==> src/rtl/ifetch_pkg.sv <==
// Shared types and constants for the instruction prefetch buffer.
package ifetch_pkg;

  typedef struct packed {
    logic [31:0] instr;
    logic [31:0] pc;
  } fetch_entry_t;

  localparam logic [31:0] DEFAULT_RESET_PC = 32'h0000_0000;
  localparam logic [31:0] PC_INC           = 32'd4;

endpackage

==> src/rtl/ifetch_fifo.sv <==
// Synchronous FIFO of fetched {instr, pc} entries with flush; the head is read
// straight from registered storage, so a push is visible one cycle later.
module ifetch_fifo
  import ifetch_pkg::*;
#(
  parameter int DEPTH = 4,
  localparam int AW = $clog2(DEPTH),
  localparam int CW = AW + 1
) (
  input  logic          clk,
  input  logic          rst_n,
  input  logic          clear_i,
  input  logic          push_i,
  input  fetch_entry_t  push_data_i,
  input  logic          pop_i,
  output fetch_entry_t  head_o,
  output logic          valid_o,
  output logic [CW-1:0] count_o
);

  fetch_entry_t  mem_q [DEPTH];
  logic [AW-1:0] rd_ptr_q, rd_ptr_d;
  logic [AW-1:0] wr_ptr_q, wr_ptr_d;
  logic [CW-1:0] count_q, count_d;
  logic          do_push, do_pop;

  assign do_pop  = pop_i && (count_q != '0);
  // A full FIFO may still accept a push when the head leaves in the same cycle.
  assign do_push = push_i && ((count_q != CW'(DEPTH)) || do_pop);

  always_comb begin
    rd_ptr_d = rd_ptr_q;
    wr_ptr_d = wr_ptr_q;
    count_d  = count_q;
    if (clear_i) begin
      rd_ptr_d = '0;
      wr_ptr_d = '0;
      count_d  = '0;
    end else begin
      if (do_pop)  rd_ptr_d = rd_ptr_q + AW'(1);
      if (do_push) wr_ptr_d = wr_ptr_q + AW'(1);
      count_d = count_q + CW'(do_push) - CW'(do_pop);
    end
  end

  always_ff @(posedge clk or negedge rst_n) begin
    if (!rst_n) begin
      rd_ptr_q <= '0;
      wr_ptr_q <= '0;
      count_q  <= '0;
      for (int i = 0; i < DEPTH; i++) mem_q[i] <= '0;
    end else begin
      rd_ptr_q <= rd_ptr_d;
      wr_ptr_q <= wr_ptr_d;
      count_q  <= count_d;
      if (do_push && !clear_i) mem_q[wr_ptr_q] <= push_data_i;
    end
  end

  assign head_o  = mem_q[rd_ptr_q];
  assign valid_o = (count_q != '0);
  assign count_o = count_q;

endmodule

==> src/rtl/ifetch_prefetch_buffer.sv <==
// Instruction prefetch buffer: issues in-order fetches, tracks in-flight words,
// drops stale responses after a redirect. Define IFETCH_PERF_EN for perf counters.
module ifetch_prefetch_buffer
  import ifetch_pkg::*;
#(
  parameter int          DEPTH    = 4,
  parameter logic [31:0] RESET_PC = DEFAULT_RESET_PC
) (
  input  logic        clk,
  input  logic        reset,
  output logic        imem_req,
  output logic [31:0] imem_addr,
  input  logic        imem_gnt,
  input  logic        imem_rvalid,
  input  logic [31:0] imem_rdata,
  input  logic        redirect_valid,
  input  logic [31:0] redirect_pc,
  output logic        instr_valid,
  input  logic        instr_ready,
  output logic [31:0] instr_out,
  output logic [31:0] instr_pc,
  output logic        fetch_misaligned
`ifdef IFETCH_PERF_EN
  ,
  output logic [31:0] perf_empty_cycles,
  output logic [31:0] perf_flushes
`endif
);

  localparam int CW = $clog2(DEPTH) + 1;

  logic [31:0]   fetch_pc_q, fetch_pc_d;
  logic [31:0]   resp_pc_q, resp_pc_d;
  logic [CW-1:0] outst_q, outst_d;
  logic [CW-1:0] discard_q, discard_d;
  logic          misalign_q, misalign_d;

  logic [CW-1:0] occ;
  logic [CW:0]   inflight;
  logic          fire, rsp, push, pop;
  fetch_entry_t  push_entry, head;

  assign inflight = {1'b0, occ} + {1'b0, outst_q};
  // Gated with the reset pin so the request is low for the whole reset window.
  assign imem_req  = reset && !redirect_valid && (inflight < (CW+1)'(DEPTH));
  assign imem_addr = fetch_pc_q;
  assign fire      = imem_req && imem_gnt;
  assign rsp       = imem_rvalid && (outst_q != '0);
  assign push      = rsp && (discard_q == '0) && !redirect_valid;
  assign pop       = instr_valid && instr_ready && !redirect_valid;

  assign push_entry.instr = imem_rdata;
  assign push_entry.pc    = resp_pc_q;

  always_comb begin
    fetch_pc_d = fetch_pc_q;
    resp_pc_d  = resp_pc_q;
    discard_d  = discard_q;
    outst_d    = outst_q - CW'(rsp) + CW'(fire);
    misalign_d = redirect_valid && (redirect_pc[1:0] != 2'b00);
    if (redirect_valid) begin
      fetch_pc_d = {redirect_pc[31:2], 2'b00};
      resp_pc_d  = {redirect_pc[31:2], 2'b00};
      discard_d  = outst_q - CW'(rsp);
    end else begin
      if (fire) fetch_pc_d = fetch_pc_q + PC_INC;
      if (rsp) begin
        if (discard_q != '0) discard_d = discard_q - CW'(1);
        else                 resp_pc_d = resp_pc_q + PC_INC;
      end
    end
  end

  always_ff @(posedge clk or negedge reset) begin
    if (!reset) begin
      fetch_pc_q <= RESET_PC;
      resp_pc_q  <= RESET_PC;
      outst_q    <= '0;
      discard_q  <= '0;
      misalign_q <= 1'b0;
    end else begin
      fetch_pc_q <= fetch_pc_d;
      resp_pc_q  <= resp_pc_d;
      outst_q    <= outst_d;
      discard_q  <= discard_d;
      misalign_q <= misalign_d;
    end
  end

  ifetch_fifo #(.DEPTH(DEPTH)) u_fifo (
    .clk         (clk),
    .rst_n       (reset),
    .clear_i     (redirect_valid),
    .push_i      (push),
    .push_data_i (push_entry),
    .pop_i       (pop),
    .head_o      (head),
    .valid_o     (instr_valid),
    .count_o     (occ)
  );

  assign instr_out        = head.instr;
  assign instr_pc         = head.pc;
  assign fetch_misaligned = misalign_q;

`ifdef IFETCH_PERF_EN
  logic [31:0] perf_empty_q, perf_flush_q;

  always_ff @(posedge clk or negedge reset) begin
    if (!reset) begin
      perf_empty_q <= '0;
      perf_flush_q <= '0;
    end else begin
      if (!instr_valid && instr_ready) perf_empty_q <= perf_empty_q + 32'd1;
      if (redirect_valid)              perf_flush_q <= perf_flush_q + 32'd1;
    end
  end

  assign perf_empty_cycles = perf_empty_q;
  assign perf_flushes      = perf_flush_q;
`endif

endmodule

==> config.mk <==
export PLATFORM = sky130hd
export DESIGN_NAME = ifetch_prefetch_buffer
export DESIGN_NICKNAME = d
export VERILOG_FILES = /design/src/rtl/ifetch_pkg.sv /design/src/rtl/ifetch_fifo.sv /design/src/rtl/ifetch_prefetch_buffer.sv
export SDC_FILE = /design/constraint.sdc
export NUM_CORES = 1
export LEC_CHECK = 0
export ABC_CLOCK_PERIOD_IN_PS = 2500
export CAP_MARGIN = 20
export CORE_ASPECT_RATIO = 0.6
export CORE_MARGIN = 2
export CORE_UTILIZATION = 57
export CTS_CLUSTER_DIAMETER = 200
export CTS_CLUSTER_SIZE = 12
export DETAILED_ROUTE_END_ITERATION = 8
export GPL_ROUTABILITY_DRIVEN = 0
export PLACE_DENSITY = 0.91
export SYNTH_ARGS = -nofsm -noshare
export SYNTH_HDL_FRONTEND = slang
export SYNTH_SLANG_ARGS = --single-unit
export TNS_END_PERCENT = 20
==> constraint.sdc <==
create_clock -name clk -period 2.5 [get_ports clk]
set_input_delay 0.5 -clock clk [delete_from_list [all_inputs] [get_ports clk]]
set_output_delay 0.5 -clock clk [all_outputs]
set_load 0.03 [all_outputs]
# After elaboration in Yosys (flattened, before gate mapping)
# Cells that the tools add are included.
# Widths: inputs -> output; s select.
[classes]
n_addsub = 10
mul = 0
n_div = 0
magnitude_cmp = 4
n_eq_ne = 2
shifts = 0
n_mux = 19
bitwise = 2
n_reduce_logical = 27
[op_table]
columns = ["cell", "count"]
rows = [
  ["$bwmux 256", 1],
  ["$mux 64", 3],
  ["$mux 32", 5],
  ["$bmux 64 s2", 1],
  ["$demux 64 s2", 1],
  ["$add 32x3->32 const B", 2],
  ["$logic_and 1x1->1", 13],
  ["$mux 3", 4],
  ["$reduce_bool 2->1", 6],
  ["$reduce_bool 3->1", 3],
  ["$mux 2", 4],
  ["$add 3x1->3", 2],
  ["$ge 3x3->1 const B", 2],
  ["$not 2->3", 2],
  ["$sub 3x1->3", 2],
  ["$add 2x1->2 const B", 2],
  ["$add 3x3->4", 1],
  ["$lt 4x3->1 const B", 1],
  ["$reduce_and 2->1", 2],
  ["$logic_not 3->1", 1],
  ["$lt 3x1->1 const B", 1],
  ["$ne 3x3->1 const B", 1],
  ["$sub 3x1->3 const B", 1],
  ["$ne 2x2->1 const B", 1],
  ["2 further kinds", 2],
]
[totals]
reg_bits = 334
latch_bits = 0
ramBits = 0
mem_bits_ro = 0
inputBits = 70
output_inout_bits = 99
word_cells = 80
n_memories = 0

# Longest topological paths before layout
# Gate-level depths: netlist of run 1.
[logic_depth]
ltp_word = 9
depth_mapped = 11
mapped_depth_nobuf = 10

# Hierarchy
# Synthesis of run 1 repeated with hierarchy kept, for this count alone.
[unflattened]
hier_cells = 1085
area_unflattened_um2 = 16001.6
[modules_own_cells]
columns = ["mod", "instances", "cells_per_inst", "area_each_um2", "seq_area_each_um2"]
rows = [
  ["ifetch_fifo", 1, 662, 12080.3, 6581.3],
  ["ifetch_prefetch_buffer", 1, 423, 3921.3, 1676.6],
]

# Worst setup path before layout of run 1
# OpenSTA, ideal clock, no wires.
[synth_path]
kind = "input-to-reg"
from = "input redirect_valid"
to = "register u_fifo.count_q[2] (netlist: u_fifo.count_o[2])"
setup_time_ns = 0.132
t_arrival_ns = 2.376
required_ns = 2.368
slack_ns = -0.008
cell_stages = 11
n_path_buf = 3
cell_sequence = "buf_2 clkbuf_1 clkbuf_1 nor2_1 ha_1 inv_1 ha_1 inv_1 fa_1 xnor2_1 nor2_1"
[synth_between]
elab_chain_len = 8
elab_cells_between_ends = 9
cone_classes = "2 x add/sub; 1 x mux; 6 x reduce/logical"
[synth_rtl]
columns = ["item", "line", "rtl"]
rows = [
  ["start: declaration", "ifetch_prefetch_buffer.sv:16", "input logic redirect_valid,"],
  ["$logic_not 1->1", "ifetch_prefetch_buffer.sv:49, ifetch_prefetch_buffer.sv:50", ""],
  ["$logic_and 1x1->1", "ifetch_prefetch_buffer.sv:50", "assign pop = instr_valid && instr_ready && !redirect_valid;"],
  ["$logic_and 1x1->1", "ifetch_fifo.sv:27", "assign do_pop = pop_i && (count_q != '0);"],
  ["$logic_or 1x1->1", "ifetch_fifo.sv:29", "assign do_push = push_i && ((count_q != CW'(DEPTH)) || do_pop);"],
  ["$logic_and 1x1->1", "ifetch_fifo.sv:29", ""],
  ["$add 3x1->3", "ifetch_fifo.sv:42", "count_d = count_q + CW'(do_push) - CW'(do_pop);"],
  ["$sub 3x1->3", "ifetch_fifo.sv:42", ""],
  ["$mux 3 *", "ifetch_fifo.sv:35", "if (clear_i) begin"],
  ["via u_fifo.count_d[2]", "ifetch_fifo.sv:24", "logic [CW-1:0] count_q, count_d;"],
  ["end signal: assignment", "ifetch_fifo.sv:55", "count_q <= count_d;"],
  ["end: declaration", "ifetch_fifo.sv:24", ""],
]
# Mark *: on every way through the listed nets, which the timed path passes. The rest lies on a longest branch.
# A chain may end at the register's enable or synchronous reset.

# Worst setup path in the final report of run 1
[layout_path]
from = "register u_fifo.rd_ptr_q[0]"
to = "output instr_out[7]"
[layout_between]
elab_chain_len = 4
[layout_rtl]
columns = ["item", "line", "rtl"]
rows = [
  ["start: declaration", "ifetch_fifo.sv:22", "logic [AW-1:0] rd_ptr_q, rd_ptr_d;"],
  ["start signal: assignment", "ifetch_fifo.sv:53", "rd_ptr_q <= rd_ptr_d;"],
  ["$not 2->3 (not written as such)", "ifetch_fifo.sv:60", "assign head_o = mem_q[rd_ptr_q];"],
  ["$bmux 64 s2", "ifetch_fifo.sv:60", ""],
  ["$mux 64 (not written as such) (2 in series)", "ifetch_fifo.sv:60", ""],
  ["end: declaration", "ifetch_prefetch_buffer.sv:20", "output logic [31:0] instr_out,"],
]
# No other way between the ends. The select of a mux whose other input is x is not followed.

==> results.md, run 1 <==
Yosys:
- Synthesis instantiated 50 different standard cells from the library.
- The sequential share of the synthesized area is 54.0%.
- The post-synthesis cell count is 1,069.
- In the synthesized netlist the dominant register cell turns out to be sky130_fd_sc_hd__dfrtp_1.
- The mean instance size in the synthesized netlist is 14.0 um^2.
- Yosys printed 0 warnings.
- After synthesis, the share of flip-flops with an asynchronous set or reset is 100%.
- In this run, synthesis inferred 0 flip-flops with an integrated enable.
- The mapped netlist covers 0.0149 mm^2.
- After synthesis the netlist holds a flip-flop and latch count of 322.

Pwr:
- The part of the total power dissipated in sequential elements is 39.7%.
- The ratio of total power to cell area is 961 mW/mm^2.
- The switching power as a share of total power is 33.9%.
- The maximum VDD drop is 0.525 mV.
- The net load switching power is 0.00590 W.
- Per report_power, the combinational group accounts for 37.3% of the total.
- Cell internal power was estimated by the tool at 0.0115 W.
- The cell leakage power is 8.31 nW.
- The share of total power dissipated in the clock network is 23.0%.

Detailed routing:
- In the routed layout, each cell is associated on average with a via count of 6.15.
- The routed length per placed instance is 22.2 um.
- The total via count after detailed routing is 9,894.
- The residual DRC count is 0.
- The count of antenna-violating nets left after detailed routing is 0.
- The count of routing violations after the opening detailed-route iteration is 696.
- For this block, the routed nets add up to 35,800 um of wire.
- The number of detailed-route iterations in the first pass is 5.

Floorplan:
- The initial utilization of the core area, before any placement, comes to 58.5%.
- The number of ports placed on the die boundary is 169.
- The height of the die is 129 um.
- The overall die width is 213 um.
- The die covers 0.0275 mm^2.
- The standard-cell row count is 45.
- The core region area is 0.0255 mm^2.

STA:
- For the pin with the worst max-slew slack, the measured transition is 0.873 ns.
- In the final timing run, aggregate negative setup slack is -5.51 ns.
- The worst path in the final design needs a cycle of 2.67 ns, including I/O delays and setup.
- For the final database, setup skew stands at 0.00848 ns.
- The max-slew headroom at the worst pin is 41.8%.
- The count of endpoints failing hold in the final timing report is 0.
- Setup violations remaining at the end of the flow were counted as 62.
- Once routing completed, OpenROAD measured the worst setup slack at -0.170 ns.
- Dividing the final minimum period by the clock period gives 107%.
- On the final layout, the worst hold slack is 0.275 ns.
- The count of pins over their slew limit is 0.
- Setup repair after global routing could not meet its margin everywhere.
- The achievable clock frequency is 0.374 GHz.

Clock tree:
- The buffer depth of the longest clock path is 3.
- After clock tree synthesis, the clock-pin slew on the worst setup and hold paths is 0.06 ns.
- The clock insertion delay at the later pin of the skew report is 0.57 ns.
- The total CTS buffers is 30.
- Clock tree synthesis selected as its root buffer the cell sky130_fd_sc_hd__clkbuf_16.
- Counting every sink on the clock net gives 322.
- The clock tree from TritonCTS is built.
- The H-tree depth is 1.

Place:
- The placed wire-length estimate is 23,900 um.
- The post-placement setup slack is -0.101 ns.
- During placement, the flow inserted port buffers numbering 164.

GRT:
- For this run the aggregate overflow at the end of global routing stands at 0.
- The routing usage on met2 is 41.3%.
- The layer with the highest usage after global routing is met2.
- The met3 capacity usage during global routing is 5.96%.
- The number of antenna violations at the first check in global routing was 2.
- The first global-routing pass estimated 57,200 um of wire.
- The via count of the first global-routing pass is 10,500.
- Global routing used 26.8% of the available tracks across all layers.
- For this run, global-route usage on met1 was measured as 39.7%.
- Entering global routing, the biggest net connects 161 pins.

Worst setup path:
- The largest fanout on the critical path is 16.
- At the worst endpoint, the required time is 2.00 ns.
- For the worst setup path, the data arrival time is 2.17 ns.
- Broken down by cell family, the worst path's largest delay share belongs to multiplexers.
- Walking the worst path, the cells encountered are buf_12 > mux4_2 > clkdlybuf4s15_2.
- For this run, the slowest stage of the critical path takes 0.56 ns.
- STA classifies the critical path startpoint as a flip-flop.
- The combined buffer and inverter count along the critical path is 2.
- The category of the worst setup path capture point is a primary output.
- The worst setup path is of the reg -> out kind.
- The slowest cell on the critical path is sky130_fd_sc_hd__mux4_2.

Final layout:
- The layout overhead on the synthesized area is 21.4%.
- The number of nets at the end of the flow is 1,341.
- The antenna diode count is 0.
- The commonest non-fill, non-tap cell in the layout is sky130_fd_sc_hd__dfrtp_1.
- Of the cells placed in the final design, the portion with a size suffix greater than 1 is 37.2%.
- In the layout the commonest cells are 320 x sky130_fd_sc_hd__dfrtp_1, 242 x sky130_fd_sc_hd__mux2_2, 98 x sky130_fd_sc_hd__clkdlybuf4s50_1.

Hold path:
- The class of the worst hold path is in -> reg.

Run:
- The number of violations of the max-capacitance limit is 0.

Outcome:
- The run finished, with violations left.
- The final reports fail on negative setup slack.
==> cell usage after synthesis (3+ instances only) <==
library cell	n	share of area (%)
sky130_fd_sc_hd__nor3_1	8	0.27
sky130_fd_sc_hd__nand3_1	27	0.91
sky130_fd_sc_hd__dfrtp_1	322	54
sky130_fd_sc_hd__a21oi_1	8	0.27
sky130_fd_sc_hd__nand4b_1	3	0.18
sky130_fd_sc_hd__inv_1	20	0.50
sky130_fd_sc_hd__mux2i_1	4	0.27
sky130_fd_sc_hd__nand2_1	55	1.4
sky130_fd_sc_hd__o21ai_0	39	1.3
sky130_fd_sc_hd__buf_4	4	0.20
sky130_fd_sc_hd__xnor2_1	23	1.3
sky130_fd_sc_hd__mux2_2	242	18
sky130_fd_sc_hd__xor2_1	21	1.2
sky130_fd_sc_hd__o211ai_1	8	0.40
sky130_fd_sc_hd__and2_1	3	0.13
sky130_fd_sc_hd__buf_1	3	0.075
sky130_fd_sc_hd__nand4_1	25	1.0
sky130_fd_sc_hd__a31oi_1	6	0.25
sky130_fd_sc_hd__and3_1	13	0.54
sky130_fd_sc_hd__and4_1	6	0.35
sky130_fd_sc_hd__nand2_4	4	0.30
sky130_fd_sc_hd__nor4_1	5	0.21
sky130_fd_sc_hd__buf_2	33	1.1
sky130_fd_sc_hd__a41oi_1	3	0.18
sky130_fd_sc_hd__mux2_1	11	0.83
sky130_fd_sc_hd__ha_1	16	1.3
sky130_fd_sc_hd__o311ai_0	15	0.88
sky130_fd_sc_hd__clkbuf_1	29	0.73
sky130_fd_sc_hd__o21ai_1	5	0.17
sky130_fd_sc_hd__nor2_1	23	0.58
sky130_fd_sc_hd__mux4_2	62	9.4
==> through the flow <==
step           utilization (%)  instance area (um^2)  power (W)  instances
2_1_floorplan                -                 14900     0.0108       1072
3_3_place_gp              67.0                 17100     0.0131       1559
3_5_place_dp              67.0                 17100     0.0133       1559
4_1_cts                   70.7                 18000     0.0174       1599
5_1_grt                   71.1                 18100     0.0182       1608
6_report                  71.1                 18100     0.0174       1608
==> path summary, 6_finish.rpt <==
check | slack, ns | start | cells past startpoint | endpoint
worst min register to register | 0.49 | u_fifo.mem_q[13] | 1 | u_fifo.mem_q[13]
worst max-delay path | -0.17 | u_fifo.rd_ptr_q[0] | 3 | instr_out[7]
min in group asynchronous | 0.57 | reset | 3 | u_fifo.mem_q[188]
worst max register to register | 0.22 | u_fifo.count_o[1] | 10 | u_fifo.count_o[2]
worst min-delay path | 0.28 | redirect_valid | 2 | u_fifo.wr_ptr_q[0]
max in group asynchronous | 0.75 | reset | 4 | u_fifo.mem_q[208]
==> power groups by stage <==
stage | logic [W] | clock network (W) | registers [W]
after floorplan | 0.00404 | 0 | 0.00678
after global placement | 0.00620 | 0 | 0.00688
after detailed placement | 0.00635 | 0 | 0.00696
after CTS | 0.00642 | 0.00405 | 0.00690
after global routing | 0.00691 | 0.00426 | 0.00704
final | 0.00649 | 0.00401 | 0.00692
==> layer usage <==
layer	wire (um)	up-vias
li1	-	4297
met1	16200	5141
met2	16100	388
met3	2680	66
met4	674	2
met5	13	-
==> sequential cells by signal (all words and copies together), names as in the netlist <==
signal / flops
discard_q: 3
fetch_misaligned: 1
imem_addr: 30
outst_q: 3
resp_pc_q: 30
u_fifo.count_o: 3
u_fifo.mem_q: 248
u_fifo.rd_ptr_q: 2
u_fifo.wr_ptr_q: 2
==> what timing repair did <==
action	in CTS	in global routing
cloned	1	0
hold buffers	1	0
gates resized for setup	176	13
setup buffers	4	9
pin swaps	1	0
setup endpoints to repair	64	62
endpoints found under the hold margin	25	0
==> area by class of cell <==
class / count / area [um^2]
tap: 352 / 440
clock inverter: 1 / 16.3
inverter: 21 / 78.8
fill: 1667 / 7380
sequential: 322 / 8060
timing repair buffer: 219 / 2260
clock buffer: 33 / 772
multi-input combinational: 660 / 6490
==> worst register-to-register path, delay by kind of cell (launching register included) <==
family | cells | cell delay (ns)
adders and majority gates | 3 | 0.78
and+or+nand+nor | 4 | 0.67
DFF | 1 | 0.45
xor gates and xnor gates | 1 | 0.17
buffers and inverters | 2 | 0.10
==> kinds of logic (layout without fill, tap and decap cells) <==
| group | Yosys count | in the layout | synth area share, % |
|---|---|---|---|
| flip-flops | 322 | 322 | 54.0 |
| multiplexers | 319 | 319 | 28.7 |
| AND/OR/NAND/NOR | 186 | 186 | 6.76 |
| AO/OA/AOI/OAI | 90 | 90 | 3.81 |
| buffers and inverters | 90 | 274 | 2.64 |
| XOR/XNOR | 44 | 44 | 2.58 |
| adder cells (fa/ha/maj) | 17 | 17 | 1.48 |
| other | 1 | 4 | 0.0251 |
Power figures use the tool's default switching activity.
==> inputs of run 2 (changes only) <==
--- a/config.mk
+++ b/config.mk
@@ -7,7 +7,6 @@
 export LEC_CHECK = 0
 export ABC_CLOCK_PERIOD_IN_PS = 2500
 export CAP_MARGIN = 20
-export CORE_ASPECT_RATIO = 0.6
 export CORE_MARGIN = 2
 export CORE_UTILIZATION = 57
 export CTS_CLUSTER_DIAMETER = 200
==> results.md, run 2 (same netlist as run 1, synthesis figures left out) <==
STA:
- The count of pins over their slew limit came to 0 (unchanged).
- The actual slew at the worst max-slew pin is 1.06 ns (was 0.873 ns).
- The achievable clock frequency is 0.385 GHz (was 0.374 GHz).
- Unrepaired setup endpoints after global routing: true (unchanged).
- The worst clock skew on the final layout is 0.00812 ns (was 0.00848 ns).
- The smallest setup slack after layout is -0.0974 ns (was -0.170 ns).
- The number of failing setup endpoints in the final timing report was 31 (was 62).
- The shortest clock period the worst path allows after layout is 2.60 ns (was 2.67 ns).
- The share of the cycle needed by the critical path after routing came to 104% (was 107%).
- The max-slew headroom at the worst pin was 29.5% (was 41.8%).
- The count of endpoints failing hold in the final timing report is 0 (unchanged).

GRT:
- The number of antenna violations at the first check in global routing is 0 (was 2).
- The total congestion overflow after global routing is 0 (unchanged).
- The global routing usage summed across all routing layers is 25.4% (was 26.8%).
- The pin count of the biggest net entering global routing was 182 (was 161).
- The first-pass GRT wire length was 56,400 um (was 57,200 um).
- The via count of the first global-routing pass is 10,400 (was 10,500).

Pwr:
- The ratio of total power to cell area is 974 mW/mm^2 (was 961 mW/mm^2).
- The part of the total power dissipated in sequential elements is 39.0% (was 39.7%).
- The cell leakage power is 8.36 nW (was 8.31 nW).
- The total internal power is 0.0117 W (was 0.0115 W).
- The maximum VDD drop is 0.786 mV (was 0.525 mV).
- The net load switching power is 0.00594 W (was 0.00590 W).
- The clock network power share is 22.3% (was 23.0%).
- The combinational fraction of design power came to 38.7% (was 37.3%).
- The switching power as a share of total power came to 33.6% (was 33.9%).

Worst setup path:
- The required time of the critical path is 2.00 ns (about the same).
- The category of the worst setup path capture point is a primary output (unchanged).
- The gate family responsible for the most delay along the worst path is buffers and inverters (was multiplexers).
- Chain of cells forming the critical path: buf_12 > clkbuf_16 > buf_6 > mux4_2 > buf_6 (was buf_12 > mux4_2 > clkdlybuf4s15_2).
- The path length in cells of the critical path is 5 (was 3).
- The largest stage delay on the critical path is 0.48 ns (was 0.56 ns).
- The combined buffer and inverter count along the critical path is 4 (was 2).
- The number of cell instances on the worst register-to-register path came to 10 (unchanged).
- The type of the worst setup path is reg -> out (unchanged).
- The cell type with the highest occurrence count on the critical path is sky130_fd_sc_hd__buf_6.
- The startpoint type of the worst setup path was a flip-flop (unchanged).
- The slowest cell on the critical path is sky130_fd_sc_hd__dfrtp_4 (was sky130_fd_sc_hd__mux4_2).
- The largest fanout on the critical path is 8 (was 16).
- The critical path data arrival time was 2.10 ns (was 2.17 ns).

Floorplan:
- The height of the die came to 166 um (was 129 um).
- The initial cell density of the core is 57.6% (was 58.5%).
- The number of ports placed on the die boundary is 169 (unchanged).
- The standard-cell row count came to 59 (was 45).
- The area of the die was 0.0275 mm^2 (about the same).
- The overall die width is 166 um (was 213 um).
- The core region area is 0.0259 mm^2 (was 0.0255 mm^2).

Clock tree:
- The H-tree depth is 1 (unchanged).
- The number of hold buffers added after cts is 0 (was 1).
- The clock insertion delay at the later pin of the skew report is 0.55 ns (was 0.57 ns).
- The buffer depth of the longest clock path is 3 (unchanged).
- The cell at the root of the clock tree is sky130_fd_sc_hd__clkbuf_16 (unchanged).
- The sink count of the clock tree was 322 (unchanged).
- The total CTS buffers is 30 (unchanged).
- The clock tree from TritonCTS is built (unchanged).
- The clock-pin slew reported for the worst setup and hold paths after clock tree synthesis is 0.06 ns (about the same).

Detailed routing:
- The count of antenna-violating nets left after detailed routing is 0 (unchanged).
- The count of routing violations after the opening detailed-route iteration is 912 (was 696).
- The residual DRC count came to 0 (unchanged).
- The vias per cell is 6.22 (was 6.15).
- The total wire length is 34,800 um (was 35,800 um).
- The number of detailed-route iterations in the first pass is 7 (was 5).
- The routed length per placed instance is 22.0 um (was 22.2 um).
- The total via count after detailed routing is 9,861 (was 9,894).

Outcome:
- Violations in the final reports: negative setup slack (unchanged).
- Run status: complete, but fails checks (unchanged).

Final layout:
- The commonest non-fill, non-tap cell in the layout is sky130_fd_sc_hd__dfrtp_1 (unchanged).
- The ratio of cells with drive above 1 in the final layout came to 37.1% (was 37.2%).
- The layout overhead on the synthesized area is 21.6% (was 21.4%).
- Commonest cells after routing, fill and taps aside: 320 x sky130_fd_sc_hd__dfrtp_1, 242 x sky130_fd_sc_hd__mux2_2, 98 x sky130_fd_sc_hd__clkdlybuf4s50_1 (unchanged).
- The flip-flop count of the largest register, all copies and words added is 248 (unchanged).
- The register containing the most flip-flops in the final layout was u_fifo.mem_q (unchanged).
- The antenna diode count is 0 (unchanged).
- The number of nets at the end of the flow is 1,337 (was 1,341).
- The cell area after layout came to 0.0182 mm^2 (was 0.0181 mm^2).

Run:
- The number of violations of the max-capacitance limit is 0 (unchanged).

Place:
- The number of buffer cells added on primary ports is 164 (unchanged).
- The placed wire-length estimate is 22,400 um (was 23,900 um).
- The post-placement setup slack is -0.108 ns (was -0.101 ns).
- The total cell area at the placement stage is 0.0171 mm^2 (about the same).

Hold path:
- The class of the worst hold path is in -> async (was in -> reg).
[run 2: worst paths after layout]
check | start | to | slack [ns]
max reg2reg | u_fifo.count_o[1] | u_fifo.count_o[2] | 0.20
min | reset | u_fifo.mem_q[181] | 0.03
max in group asynchronous | reset | u_fifo.mem_q[28] | 1.09
max | u_fifo.rd_ptr_q[0] | instr_out[14] | -0.1
min reg2reg | u_fifo.mem_q[96] | u_fifo.mem_q[96] | 0.49
min in group clk | redirect_valid | u_fifo.count_o[2] | 0.30
[run 2: layer usage]
layer  wire length, um  global-route usage (%)  vias up
met5                 0                       0        -
met1             14500                    35.2     5114
li1                  -                       -     4284
met4               676                    6.20        0
met2             17500                    42.8      400
met3              2210                    3.91       63
[run 2: timing repair]
action,4_1_cts,5_1_grt
gates resized for setup,293,85
pin swaps,1,0
setup endpoints to repair,64,63
cloned,2,2
buffers inserted,2,9
[run 2: cell type report]
cell class              count  area (um^2)
inverters                  21         78.8
clock inverters             1         16.3
multi-input cells         660         6490
clock buffers              32          768
fillers                  1678         7760
repair buffers            215         2310
well taps                 335          419
flip-flops and latches    322         8060
[run 2: per-stage QoR]
| stage | total power (W) | hold WS, ns | std cells | utilization [%] | TNS, ns |
|---|---|---|---|---|---|
| global placement | 0.0130 | 0.456 | 1540 | 65.9 | -11.68 |
| detailed placement | 0.0133 | 0.471 | 1540 | 65.9 | -11.03 |
| finish | 0.0177 | 0.0259 | 1586 | 70.1 | -0.993 |
| floorplan | 0.0108 | 0.204 | 1072 | - | 0 |
| global route | 0.0185 | 0.0575 | 1586 | 70.1 | -3.78 |
| CTS | 0.0175 | 0.0224 | 1577 | 69.6 | -5.57 |
[run 2: power by group through the flow]
| stage | Sequential (W) | Combinational (W) | Clock (W) |
|---|---|---|---|
| after floorplan | 0.00678 | 0.00404 | 0 |
| after CTS | 0.00689 | 0.00661 | 0.00401 |
| final | 0.00689 | 0.00684 | 0.00394 |
| after global routing | 0.00701 | 0.00723 | 0.00422 |
| after detailed placement | 0.00695 | 0.00633 | 0 |
| after global placement | 0.00684 | 0.00618 | 0 |
==> inputs of run 3 (changes only) <==
--- a/config.mk
+++ b/config.mk
@@ -7,13 +7,14 @@
 export LEC_CHECK = 0
 export ABC_CLOCK_PERIOD_IN_PS = 2500
 export CAP_MARGIN = 20
-export CORE_MARGIN = 2
+export CORE_MARGIN = 4
 export CORE_UTILIZATION = 57
 export CTS_CLUSTER_DIAMETER = 200
 export CTS_CLUSTER_SIZE = 12
 export DETAILED_ROUTE_END_ITERATION = 8
 export GPL_ROUTABILITY_DRIVEN = 0
 export PLACE_DENSITY = 0.91
+export SETUP_SLACK_MARGIN = 0.4
 export SYNTH_ARGS = -nofsm -noshare
 export SYNTH_HDL_FRONTEND = slang
 export SYNTH_SLANG_ARGS = --single-unit
==> results.md, run 3 (same netlist as run 1, synthesis figures left out) <==
Worst setup path:
- The category of the worst setup path capture point is a primary output (unchanged).
- Chain of cells forming the critical path: buf_12 > buf_16 > mux4_2 > buf_2 (was buf_12 > clkbuf_16 > buf_6 > mux4_2 > buf_6).
- The end of the worst register-to-register path is imem_addr[17] (was u_fifo.count_o[2]).
- The gate family responsible for the most delay along the worst path is multiplexers (was buffers and inverters).
- The worst reg2reg path startpoint is imem_addr[12] (was u_fifo.count_o[1]).
- The largest fanout on the critical path is 8 (unchanged).
- The largest stage delay on the critical path came to 0.53 ns (was 0.48 ns).
- The number of cell instances on the worst register-to-register path is 5 (was 10).
- The type of the worst setup path is reg -> out (unchanged).
- The slowest cell on the critical path is sky130_fd_sc_hd__mux4_2 (was sky130_fd_sc_hd__dfrtp_4).
- The startpoint type of the worst setup path is a flip-flop (unchanged).
- The slack of the worst reg-to-reg path is 0.17 ns (was 0.20 ns).
- The critical path data arrival time is 2.07 ns (was 2.10 ns).
- The combined buffer and inverter count along the critical path is 3 (was 4).
- The required time of the critical path came to 2.00 ns (about the same).

GRT:
- The global routing usage summed across all routing layers came to 26.3% (was 25.4%).
- The total congestion overflow after global routing came to 0 (unchanged).
- The number of antenna violations at the first check in global routing is 0 (unchanged).
- The via count of the first global-routing pass is 10,900 (was 10,400).
- The pin count of the biggest net entering global routing is 120 (was 182).
- The first-pass GRT wire length is 60,200 um (was 56,400 um).

Floorplan:
- The height of the die was 170 um (was 166 um).
- The standard-cell row count is 58 (was 59).
- The overall die width is 170 um (was 166 um).
- The initial cell density of the core is 58.6% (was 57.6%).
- The area of the die came to 0.0288 mm^2 (was 0.0275 mm^2).
- The core region area is 0.0255 mm^2 (was 0.0259 mm^2).
- The number of ports placed on the die boundary is 169 (unchanged).

Pwr:
- The maximum VDD drop is 0.958 mV (was 0.786 mV).
- The cell leakage power is 9.32 nW (was 8.36 nW).
- The power consumption was 0.0192 W (was 0.0177 W).
- The ratio of total power to cell area was 980 mW/mm^2 (was 974 mW/mm^2).

Final layout:
- The antenna diode count is 0 (unchanged).
- The fill cell total of the finished layout is 1,343 (was 1,678).
- The register containing the most flip-flops in the final layout is u_fifo.mem_q (unchanged).
- The flip-flop count of the largest register, all copies and words added came to 248 (unchanged).
- The number of nets at the end of the flow was 1,350 (was 1,337).
- The layout overhead on the synthesized area was 31.1% (was 21.6%).
- Commonest cells after routing, fill and taps aside: 319 x sky130_fd_sc_hd__dfrtp_1, 180 x sky130_fd_sc_hd__mux2_4, 73 x sky130_fd_sc_hd__mux2_2, 73 x sky130_fd_sc_hd__buf_6, 67 x sky130_fd_sc_hd__clkdlybuf4s50_1 (was 320 x sky130_fd_sc_hd__dfrtp_1, 242 x sky130_fd_sc_hd__mux2_2, 98 x sky130_fd_sc_hd__clkdlybuf4s50_1).
- The commonest non-fill, non-tap cell in the layout was sky130_fd_sc_hd__dfrtp_1 (unchanged).
- The area occupied by multi-input gates is 0.00760 mm^2 (was 0.00649 mm^2).
- The ratio of cells with drive above 1 in the final layout was 43.9% (was 37.1%).
- The cell area after layout is 0.0196 mm^2 (was 0.0182 mm^2).
- The sequential cell area is 0.00806 mm^2 (about the same).

STA:
- The achievable clock frequency came to 0.389 GHz (was 0.385 GHz).
- The shortest clock period the worst path allows after layout was 2.57 ns (was 2.60 ns).
- The share of the cycle needed by the critical path after routing came to 103% (was 104%).
- The actual slew at the worst max-slew pin is 0.806 ns (was 1.06 ns).
- The smallest setup slack after layout is -0.0712 ns (was -0.0974 ns).
- The worst clock skew on the final layout is 0.0149 ns (was 0.00812 ns).
- The count of pins over their slew limit is 0 (unchanged).
- The number of failing setup endpoints in the final timing report is 53 (was 31).
- The max-slew headroom at the worst pin is 45.9% (was 29.5%).
- The count of endpoints failing hold in the final timing report is 0 (unchanged).
- Unrepaired setup endpoints after global routing: true (unchanged).
- The worst hold slack across all endpoints is 0.0339 ns (was 0.0259 ns).

Clock tree:
- The total CTS buffers is 30 (unchanged).
- The clock insertion delay at the later pin of the skew report was 0.55 ns (about the same).
- The clock tree from TritonCTS was built (unchanged).
- The sink count of the clock tree is 322 (unchanged).
- The H-tree depth was 1 (unchanged).
- The buffer depth of the longest clock path was 3 (unchanged).
- The clock-pin slew reported for the worst setup and hold paths after clock tree synthesis was 0.07 ns (was 0.06 ns).
- The cell at the root of the clock tree was sky130_fd_sc_hd__clkbuf_16 (unchanged).

Outcome:
- Run status: complete, but fails checks (unchanged).
- Violations in the final reports: negative setup slack (unchanged).

Detailed routing:
- The number of detailed-route iterations in the first pass is 6 (was 7).
- The routed length per placed instance was 27.0 um (was 22.0 um).
- The count of routing violations after the opening detailed-route iteration is 1,136 (was 912).
- The total wire length is 43,100 um (was 34,800 um).
- The vias per cell is 6.65 (was 6.22).
- The count of antenna-violating nets left after detailed routing is 0 (unchanged).
- The residual DRC count came to 0 (unchanged).
- The total via count after detailed routing is 10,600 (was 9,861).

Place:
- The placed wire-length estimate came to 22,500 um (was 22,400 um).
- The total cell area at the placement stage is 0.0171 mm^2 (about the same).
- The number of buffer cells added on primary ports is 164 (unchanged).

Run:
- The number of violations of the max-capacitance limit is 0 (unchanged).

Hold path:
- The class of the worst hold path is in -> async (unchanged).
run 3: changes by cell type in the layout (fill, tap and decap cells not counted), sizes merged, moves of 3 or more:
cell,previous run,this run
clkdlybuf4s50,98,67
dlygate4sd2,1,30
buf,111,127
clkbuf,34,37
clkdlybuf4s15,3,0
run 3: worst register-to-register path: cells and delay by family (launching register included):
| kind | cells | cell delay, ns |
|---|---|---|
| XOR/XNOR | 1 | 0.17 |
| flip-flops | 1 | 0.51 |
| multiplexers | 1 | 0.26 |
| AND/OR/NAND/NOR | 3 | 1.27 |
run 3: worst max path at each step:
stage | from | endpoint | depth (start not counted)
after floorplan | discard_q[0] | u_fifo.count_o[1] | 8
after global placement | instr_ready | u_fifo.mem_q[177] | 8
after detailed placement | instr_ready | u_fifo.mem_q[118] | 8
after CTS | u_fifo.rd_ptr_q[0] | instr_out[25] | 4
after global routing | u_fifo.rd_ptr_q[0] | instr_out[13] | 4
final | u_fifo.rd_ptr_q[0] | instr_out[13] | 4
run 3: report_power, final:
group / switching, W / total (W) / internal, W
registers: 0.000866 / 0.00705 / 0.00618
clock network: 0.00187 / 0.00408 / 0.00220
logic: 0.00388 / 0.00804 / 0.00416
total: 0.00661 / 0.0192 / 0.0125
run 3: layout make-up:
type | count | area share [%]
flip-flops and latches | 322 | 41.2
multi-input cells | 660 | 38.9
repair buffers | 228 | 13.3
clock buffers | 34 | 4.07
well taps | 330 | 2.11
inverters | 21 | 0.403
run 3: repair_timing:
item / in CTS / in global routing
hold buffers: 0 / 0
gates cloned: 4 / 5
resized for setup: 388 / 349
endpoints found under the setup margin: 323 / 346
pin swaps: 11 / 52
setup buffers: 8 / 8
run 3: metrics by stage:
step | TNS (ns) | cells | util (%) | setup slack [ns]
finish | -1.50 | 1595 | 76.8 | -0.0712
global route | -3.84 | 1595 | 76.8 | -0.116
CTS | -1.63 | 1582 | 71.2 | -0.0666
detailed placement | -13.02 | 1536 | 67.1 | -0.0926
global placement | -15.39 | 1536 | 67.1 | -0.0980
floorplan | 0 | 1072 | - | 0.261
run 3: metal layers:
| metal | up-vias | wire length, um | GRT usage (%) |
|---|---|---|---|
| met3 | 150 | 3410 | 3.75 |
| met5 | - | 0 | 0 |
| met4 | 0 | 1980 | 8.26 |
| met2 | 642 | 20800 | 44.4 |
| met1 | 5514 | 16900 | 35.9 |
| li1 | 4303 | - | - |
